**config.mk**
```make
export PLATFORM = sky130hd
export DESIGN_NAME = seg7_scan_driver
export DESIGN_NICKNAME = d
export VERILOG_FILES = /design/src/rtl/seg7_scan_driver.sv
export SDC_FILE = /design/constraint.sdc
export NUM_CORES = 1
export LEC_CHECK = 0
export CAP_MARGIN = 10
export CORE_AREA = 5 5 70 98
export CTS_BUF_LIST = sky130_fd_sc_hd__clkbuf_8
export DETAILED_ROUTE_END_ITERATION = 12
export DIE_AREA = 0 0 75 103
export PLACE_DENSITY = 0.8
export SLEW_MARGIN = 20
export SYNTH_ARGS = -nofsm -noshare
export SYNTH_HDL_FRONTEND = slang
export SYNTH_SLANG_ARGS = --single-unit
```
**constraint.sdc**
```tcl
create_clock -name clk -period 4.3 [get_ports clk]
set_input_delay 0.645 -clock clk [delete_from_list [all_inputs] [get_ports clk]]
set_output_delay 0.645 -clock clk [all_outputs]
set_load 0.02 [all_outputs]
```
**src/rtl/seg7_scan_driver.sv**
```systemverilog
// seg7_scan_driver
//   Multi-digit seven-segment scan driver for common-anode displays.
//   Hex-decodes a DIGITS-wide nibble vector and time-multiplexes it onto a
//   shared active-low segment bus, strobing one active-low anode at a time.
//   New data is loaded into pending registers and promoted to the displayed
//   (shadow) registers only at a frame boundary, so a frame never mixes old
//   and new digits.
//
//   Parameters:
//     DIGITS       number of digits scanned (1..8)
//     REFRESH_DIV  clk cycles each digit is held (>= 1)
//
//   Ports:
//     clk         system clock
//     reset       synchronous, active-high reset
//     value       hex data, digit i = value[4i+3:4i], digit 0 rightmost
//     dp_in       per-digit decimal-point request, active-high
//     load        single-cycle strobe capturing value/dp_in
//     enable      1 = scan, 0 = display dark with scan frozen
//     seg         segments a..g (seg[0]=a .. seg[6]=g), active-low
//     dp          decimal point, active-low
//     an          anode selects, active-low, an[i] selects digit i
//     frame_done  one-cycle pulse following each frame boundary
//
//   Build option:
//     SEG_LZB_EN  when defined, leading zero digits (from DIGITS-1 down,
//                 never digit 0) are blanked; dp and anode are unaffected.

module seg7_scan_driver #(
  parameter int unsigned DIGITS      = 4,
  parameter int unsigned REFRESH_DIV = 100000
) (
  input  logic                  clk,
  input  logic                  reset,
  input  logic [4*DIGITS-1:0]   value,
  input  logic [DIGITS-1:0]     dp_in,
  input  logic                  load,
  input  logic                  enable,
  output logic [0:6]            seg,
  output logic                  dp,
  output logic [DIGITS-1:0]     an,
  output logic                  frame_done
);

  localparam int unsigned IW = (DIGITS > 1) ? $clog2(DIGITS) : 1;
  localparam int unsigned PW = (REFRESH_DIV > 1) ? $clog2(REFRESH_DIV) : 1;
  localparam logic [IW-1:0] IDX_LAST = IW'(DIGITS - 1);
  localparam logic [PW-1:0] CNT_LAST = PW'(REFRESH_DIV - 1);

  // Active-low a..g, a in the leftmost bit.
  function automatic logic [0:6] hex7(input logic [3:0] n);
    case (n)
      4'h0:    hex7 = 7'b0000001;
      4'h1:    hex7 = 7'b1001111;
      4'h2:    hex7 = 7'b0010010;
      4'h3:    hex7 = 7'b0000110;
      4'h4:    hex7 = 7'b1001100;
      4'h5:    hex7 = 7'b0100100;
      4'h6:    hex7 = 7'b0100000;
      4'h7:    hex7 = 7'b0001111;
      4'h8:    hex7 = 7'b0000000;
      4'h9:    hex7 = 7'b0000100;
      4'hA:    hex7 = 7'b0001000;
      4'hB:    hex7 = 7'b1100000;
      4'hC:    hex7 = 7'b0110001;
      4'hD:    hex7 = 7'b1000010;
      4'hE:    hex7 = 7'b0110000;
      default: hex7 = 7'b0111000;
    endcase
  endfunction

  logic [PW-1:0]         cnt;
  logic [IW-1:0]         idx;
  logic [4*DIGITS-1:0]   pend_val;
  logic [DIGITS-1:0]     pend_dp;
  logic                  pend_flag;
  logic [4*DIGITS-1:0]   shd_val;
  logic [DIGITS-1:0]     shd_dp;

  logic                  tick;
  logic                  boundary;
  logic [3:0]            nib;
  logic                  nib_dp;
  logic [DIGITS-1:0]     an_sel;
  logic [0:6]            seg_next;

  always_comb begin
    tick     = enable && (cnt == CNT_LAST);
    boundary = tick && (idx == IDX_LAST);
  end

  // Digit currently addressed by idx: nibble, dp request and anode pattern.
  always_comb begin
    nib    = '0;
    nib_dp = 1'b0;
    an_sel = '1;
    for (int unsigned i = 0; i < DIGITS; i++) begin
      if (idx == i[IW-1:0]) begin
        nib       = shd_val[4*i +: 4];
        nib_dp    = shd_dp[i];
        an_sel[i] = 1'b0;
      end
    end
  end

`ifdef SEG_LZB_EN
  logic [DIGITS-1:0] lead_zero;
  logic              run;
  logic              blank;

  // run stays high while every digit from the top down to i is zero;
  // digit 0 is excluded so a zero value still shows a single 0.
  always_comb begin
    lead_zero = '0;
    run       = 1'b1;
    for (int unsigned i = DIGITS - 1; i > 0; i--) begin
      run          = run && (shd_val[4*i +: 4] == 4'h0);
      lead_zero[i] = run;
    end
  end

  always_comb begin
    blank = 1'b0;
    for (int unsigned i = 0; i < DIGITS; i++) begin
      if (idx == i[IW-1:0]) blank = lead_zero[i];
    end
    seg_next = blank ? '1 : hex7(nib);
  end
`else
  always_comb begin
    seg_next = hex7(nib);
  end
`endif

  always_ff @(posedge clk) begin
    if (reset) begin
      cnt        <= '0;
      idx        <= '0;
      pend_val   <= '0;
      pend_dp    <= '0;
      pend_flag  <= 1'b0;
      shd_val    <= '0;
      shd_dp     <= '0;
      seg        <= '1;
      dp         <= 1'b1;
      an         <= '1;
      frame_done <= 1'b0;
    end else begin
      frame_done <= boundary;

      if (tick) begin
        cnt <= '0;
        idx <= boundary ? '0 : idx + 1'b1;
      end else if (enable) begin
        cnt <= cnt + 1'b1;
      end

      // A load coinciding with the boundary bypasses pending and goes
      // straight to the shadow, superseding any older pending data.
      if (boundary && load) begin
        shd_val   <= value;
        shd_dp    <= dp_in;
        pend_val  <= value;
        pend_dp   <= dp_in;
        pend_flag <= 1'b0;
      end else if (boundary && pend_flag) begin
        shd_val   <= pend_val;
        shd_dp    <= pend_dp;
        pend_flag <= 1'b0;
      end else if (load) begin
        pend_val  <= value;
        pend_dp   <= dp_in;
        pend_flag <= 1'b1;
      end

      if (enable) begin
        seg <= seg_next;
        dp  <= ~nib_dp;
        an  <= an_sel;
      end else begin
        seg <= '1;
        dp  <= 1'b1;
        an  <= '1;
      end
    end
  end

endmodule

```
==> results of run 1 <==
-- worst paths after layout --
path,slack (ps),to,startpoint,cells past startpoint
min,490,pend_val[2]$_SDFFE_PP0P_,pend_val[2]$_SDFFE_PP0P_,2
min reg2reg,490,pend_val[2]$_SDFFE_PP0P_,pend_val[2]$_SDFFE_PP0P_,2
max,1560,seg[3]$_SDFF_PP1_,idx[0]$_SDFFE_PP0P_,9
max reg2reg,1560,seg[3]$_SDFF_PP1_,idx[0]$_SDFFE_PP0P_,9
-- layout make-up --
cell class | instances | area (sq um)
fillers | 505 | 2070
multi-input cells | 240 | 1720
flip-flops and latches | 73 | 1460
repair buffers | 38 | 375
clock buffers | 9 | 124
clock inverters | 6 | 108
well taps | 72 | 90.1
inverters | 12 | 45.0
-- layer usage --
metal / up-vias / global-route usage, % / part of all wire (%)
met5: - / 0 / 0
met4: 0 / 7.40 / 1.8
met3: 10 / 4.00 / 3.3
met2: 30 / 29.9 / 50
met1: 1126 / 20.5 / 45
li1: 1243 / - / -
-- logic make-up after synthesis --
| family | share of synthesized area (%) |
|---|---|
| mux | 13.5 |
| xor+xnor | 4.22 |
| fa+ha+maj | 4.14 |
| simple gates | 21.0 |
| flops | 44.0 |
| buf+inv | 4.11 |
| compound gates | 9.08 |
-- worst register-to-register path, cell delays in order, from the launching register on --
cell and delay [ps]:
dfxtp_1 370, inv_1 100, ha_1 330, or2_2 340, a221oi_1 220, a221o_1 330
inv_1 130, ha_1 280, a2111oi_0 440, a31oi_1 80
-- power groups by stage --
stage	sequential, mW	combinational, mW	clock, mW
4_1_cts	0.700	0.0911	0.638
5_1_grt	0.702	0.0994	0.665
3_5_place_dp	0.716	0.0908	0
6_report	0.700	0.0893	0.624
3_3_place_gp	0.715	0.0887	0
2_1_floorplan	0.719	0.0483	0
-- registers in the layout, summed over array words and instances, names as in the netlist, 2 cells and up --
register,flops
shd_dp,4
idx,2
pend_dp,4
seg,7
an,4
cnt,17
shd_val,16
pend_val,16
-- metrics by stage --
step           setup WS, ps  cells  power, mW  utilization [%]
5_1_grt                1270    450       1.47             65.5
3_3_place_gp           1340    435      0.804             61.6
6_report               1560    450       1.41             65.5
4_1_cts                1560    450       1.43             65.5
3_5_place_dp           1270    435      0.807             61.6
2_1_floorplan          1890    344      0.767                -
-- placed cells by master (no fill, tap or decap), types with 6 or more instances in the layout --
cell             count
clkdlybuf4s50_1     36
clkbuf_8             9
mux2i_1             26
nand2b_1             6
nor2b_1             17
a21oi_1             15
mux2_2               6
dfxtp_1             73
nand2_1             17
nor2_1              52
inv_1               12
ha_1                11
xor2_1              12
mux2_4               8
nand4_1              8
==> flow_summary.ini, run 1 <==
[placement]
dpl.hpwl_microns = 4330
place.gp.congestion = 0.770
port_buffers = 36
place_area_sq_um = 3700

[synth]
yosysTopAreaCell = dfxtp_1
synth_area_leaders = dfxtp_1 (44%), mux2i_1 (7.8%), nor2_1 (5.9%)
ys_types = 46
avgSynthCellArea_sq_um = 9.66
synth-edff-count = 0
syn_area_sq_um = 3320
syn-num-nets = 379
synthArstFlopShare_pct = 0
synth_top_cell_area_share_pct = 44.0
yosysMostFrequentCell = dfxtp_1
synth_common_cells = dfxtp_1 (73), nor2_1 (52), mux2i_1 (26)
synthFlopType = dfxtp_1
yosysWarnings = 0
synth-seq-cells = 73
syn_inst = 344
ys_seq_area_share_pct = 44.0

[power_and_ir_drop]
p_per_area_nw_per_um2 = 360
max-vdd-ir-drop_uv = 256
p_comb_share_pct = 6.3
power.leakage_nw = 1.63
p_sw_share_pct = 20.8
p_int_mw = 1.12
seqPwrFrac_pct = 49.6
switchingPower_uw = 294
power.share.clock_pct = 44.1

[route]
drc = 0
vias = 2409
drt-vias-per-instance = 5.35
drt_iter0_drc = 113
ant_nets = 0
routedWlPerCell_microns = 13.3
drt-pass1-iter-count = 4
wl_microns = 6000

[worst_hold_path]
hp-class = reg -> reg

[cts]
clock_sinks = 73
clockBufferDepth = 2
post_cts_buffers = 0
numCtsBuffers = 9
cts_root_buf = clkbuf_8
clock_latency_ps = 340
clk_pin_slew_worst_paths_ps = 80
cts_hold_buf = 0
post_cts_resized = 0
cts_tree = done
htree_levels = 3

[sta]
max_freq_ghz = 0.365
rsz0062_at_grt = no
period_needed_ps = 2740
relSlewSlack_pct = 39.8
worst_pin_slew_ps = 901
whs_ps = 491
finalHoldViolCount = 0
fin_crit_sh_pct = 63.7
finalSetupTns_ps = 0
slew_violations = 0
setup_viol = 0
skew_ps = 8.27

[grt]
grt_pass1_vias = 2419
grt-ovfl-total = 0
antenna_found_initial = 0
grt_max_degree = 29
grtUsageTotal_pct = 17.4
grt_pass1_wl_microns = 10500

[floorplanning]
die_w_microns = 75
start_util_pct = 55.4
dieHeight_microns = 103
rows = 34
dieArea_sq_um = 7730
core-area_sq_um = 6000
ios = 37

[setup_path]
path_max_fanout = 10
endpoint_kind = register
worstPathArrival_ps = 2940
path_cells = inv_1 -> ha_1 -> or2_2 -> a221oi_1 -> a221o_1 -> inv_1 -> ha_1 -> a2111oi_0 -> a31oi_1
worst_path_dominant_cell_family = compound AO/OA/AOI/OAI gates
critPathBufInv = 2
required_ps = 4500
critPathMaxStageDelay_ps = 440
cp_slowest_cell = a2111oi_0
path_class = reg -> reg
startpoint_type = register

[finish]
area.growth.synth_to_final_pct = 18.2
drive_gt1_share_pct = 10.8
fin_nets = 409
n_antenna_cell = 0
fin_area_sq_um = 3930

[run]
cap_violations = 0

[outcome]
status = completed
Power figures use the tool's default switching activity.
==> run 2, diff against run 1 <==
==> constraint.sdc (replaced) <==
create_clock -name clk -period 2.9 [get_ports clk]
set_input_delay 0.435 -clock clk [delete_from_list [all_inputs] [get_ports clk]]
set_output_delay 0.435 -clock clk [all_outputs]
set_load 0.02 [all_outputs]
==> run 2 against run 1 <==
Against the previous run:
- final cell count rose by 1.3%
- die area did not move
- worst hold slack improved by 4.2 ps
- clock power rose by 71%
- critical path depth did not move
- utilization rose by 1.4 points
- power rose by 59%
- sequential cell count did not move
- critical path type unchanged
- critical endpoint unchanged
==> flow_summary.ini, run 2 (synthesis gave the netlist of run 1 again) <==
[finish]
fin_util_pct = 66.9
fin_nets = 414
n_antenna_cell = 0
largestRegisters = cnt x17, pend_val x16, shd_val x16
largest_reg_flops = 17
area.growth.synth_to_final_pct = 20.7
layout_common_cells = dfxtp_1 (73), nor2_1 (52), clkdlybuf4s50_1 (36)
drive_gt1_share_pct = 12.2
largest_register = cnt
layout_commonest_cell = dfxtp_1

[setup_path]
path_class = reg -> reg
r2r_cells = 9
endpoint_kind = register
path_max_fanout = 10
required_ps = 3100
worstPathArrival_ps = 2820
startpoint_type = register

[floorplanning]
ios = 37
dieHeight_microns = 103
dieArea_sq_um = 7730
start_util_pct = 55.4
die_w_microns = 75
rows = 34
core-area_sq_um = 6000

[power_and_ir_drop]
p_comb_share_pct = 6.1
max-vdd-ir-drop_uv = 488
power.share.clock_pct = 47.6
seqPwrFrac_pct = 46.3
p_sw_share_pct = 19.7
switchingPower_uw = 442
power.leakage_nw = 1.67
p_int_mw = 1.80
p_per_area_nw_per_um2 = 560

[route]
ant_nets = 0
drt_iter0_drc = 166
routedWlPerCell_microns = 14.7
wl_microns = 6710
drt-vias-per-instance = 5.37
drc = 0
drt-pass1-iter-count = 4
vias = 2450

[cts]
cts_tree = done
cts_root_buf = clkbuf_8
post_cts_resized = 0
htree_levels = 3
clock_latency_ps = 350
cts_hold_buf = 0
post_cts_buffers = 0
clock_sinks = 73
clockBufferDepth = 2
clk_pin_slew_worst_paths_ps = 80
numCtsBuffers = 9

[sta]
period_needed_ps = 2610
finalHoldViolCount = 0
worst_pin_slew_ps = 677
max_freq_ghz = 0.383
finalSetupTns_ps = 0
relSlewSlack_pct = 54.8
timing.final.ws_setup_ps = 288
fin_crit_sh_pct = 90.1
slew_violations = 0
skew_ps = 12.7
setup_viol = 0
rsz0062_at_grt = no

[grt]
grt-ovfl-total = 0
grt_max_degree = 28
grt_pass1_vias = 2499
antenna_found_initial = 0
grt_pass1_wl_microns = 11500
grtUsageTotal_pct = 19.3

[placement]
pre_cts_slack_ps = 277
place.gp.congestion = 0.910
dpl.hpwl_microns = 4740
port_buffers = 36

[outcome]
status = completed

[run]
cap_violations = 0

[worst_hold_path]
hp-class = reg -> reg
hold_depth = 2
==> run 2: cell types whose count changed in the layout (fill, tap and decap cells not counted), sizes merged <==
| cell | before | now |
|---|---|---|
| clkinv | 2 | 1 |
| bufinv | 3 | 4 |
| clkinvlp | 1 | 0 |
| buf | 2 | 7 |
| clkbuf | 9 | 11 |
==> run 2: final timing paths <==
| path | from | to | slack, ps |
|---|---|---|---|
| max | idx[0]$_SDFFE_PP0P_ | seg[3]$_SDFF_PP1_ | 290 |
| min | pend_val[2]$_SDFFE_PP0P_ | pend_val[2]$_SDFFE_PP0P_ | 500 |
| max reg2reg | idx[0]$_SDFFE_PP0P_ | seg[3]$_SDFF_PP1_ | 290 |
| min reg2reg | pend_val[2]$_SDFFE_PP0P_ | pend_val[2]$_SDFFE_PP0P_ | 500 |
==> run 2: power by group through the flow <==
stage / registers, mW / logic, mW / clock network [mW]
finish: 1.04 / 0.137 / 1.07
global route: 1.04 / 0.150 / 1.13
CTS: 1.04 / 0.139 / 1.08
detailed placement: 1.06 / 0.138 / 0
global placement: 1.06 / 0.134 / 0
floorplan: 1.07 / 0.0717 / 0
==> run 2: critical path, cell delays in order (launching register included) <==
cell	delay [ps]
dfxtp_1	370
inv_1	90
ha_1	310
or2_2	320
a221oi_1	210
a221o_1	290
inv_1	120
ha_1	270
a2111oi_0	420
a31oi_1	70
==> run 2: per-stage QoR <==
stage          total power, mW  instance area (sq um)  hold slack (ps)  cells
4_1_cts                   2.26                   4010              496    456
5_1_grt                   2.32                   4010              513    456
3_5_place_dp              1.20                   3730              480    440
6_report                  2.25                   4010              496    456
2_1_floorplan             1.14                   3320              451    344
3_3_place_gp              1.19                   3730              465    440
==> run 2: final cells by class <==
class | instances | area, sq um
Clock buffer | 11 | 151
Inverter | 12 | 45.0
Sequential cell | 73 | 1460
Fill cell | 475 | 1990
Timing Repair Buffer | 43 | 413
Multi-Input combinational cell | 240 | 1720
Tap cell | 72 | 90.1
Clock inverter | 5 | 125
==> run 2: metal layers <==
layer / vias up / GRT usage [%] / routed length (microns)
met1: 1151 / 21.2 / 2740
met3: 10 / 5.27 / 247
li1: 1254 / - / -
met2: 35 / 34.2 / 3590
met5: - / 0 / 0
met4: 0 / 7.67 / 133
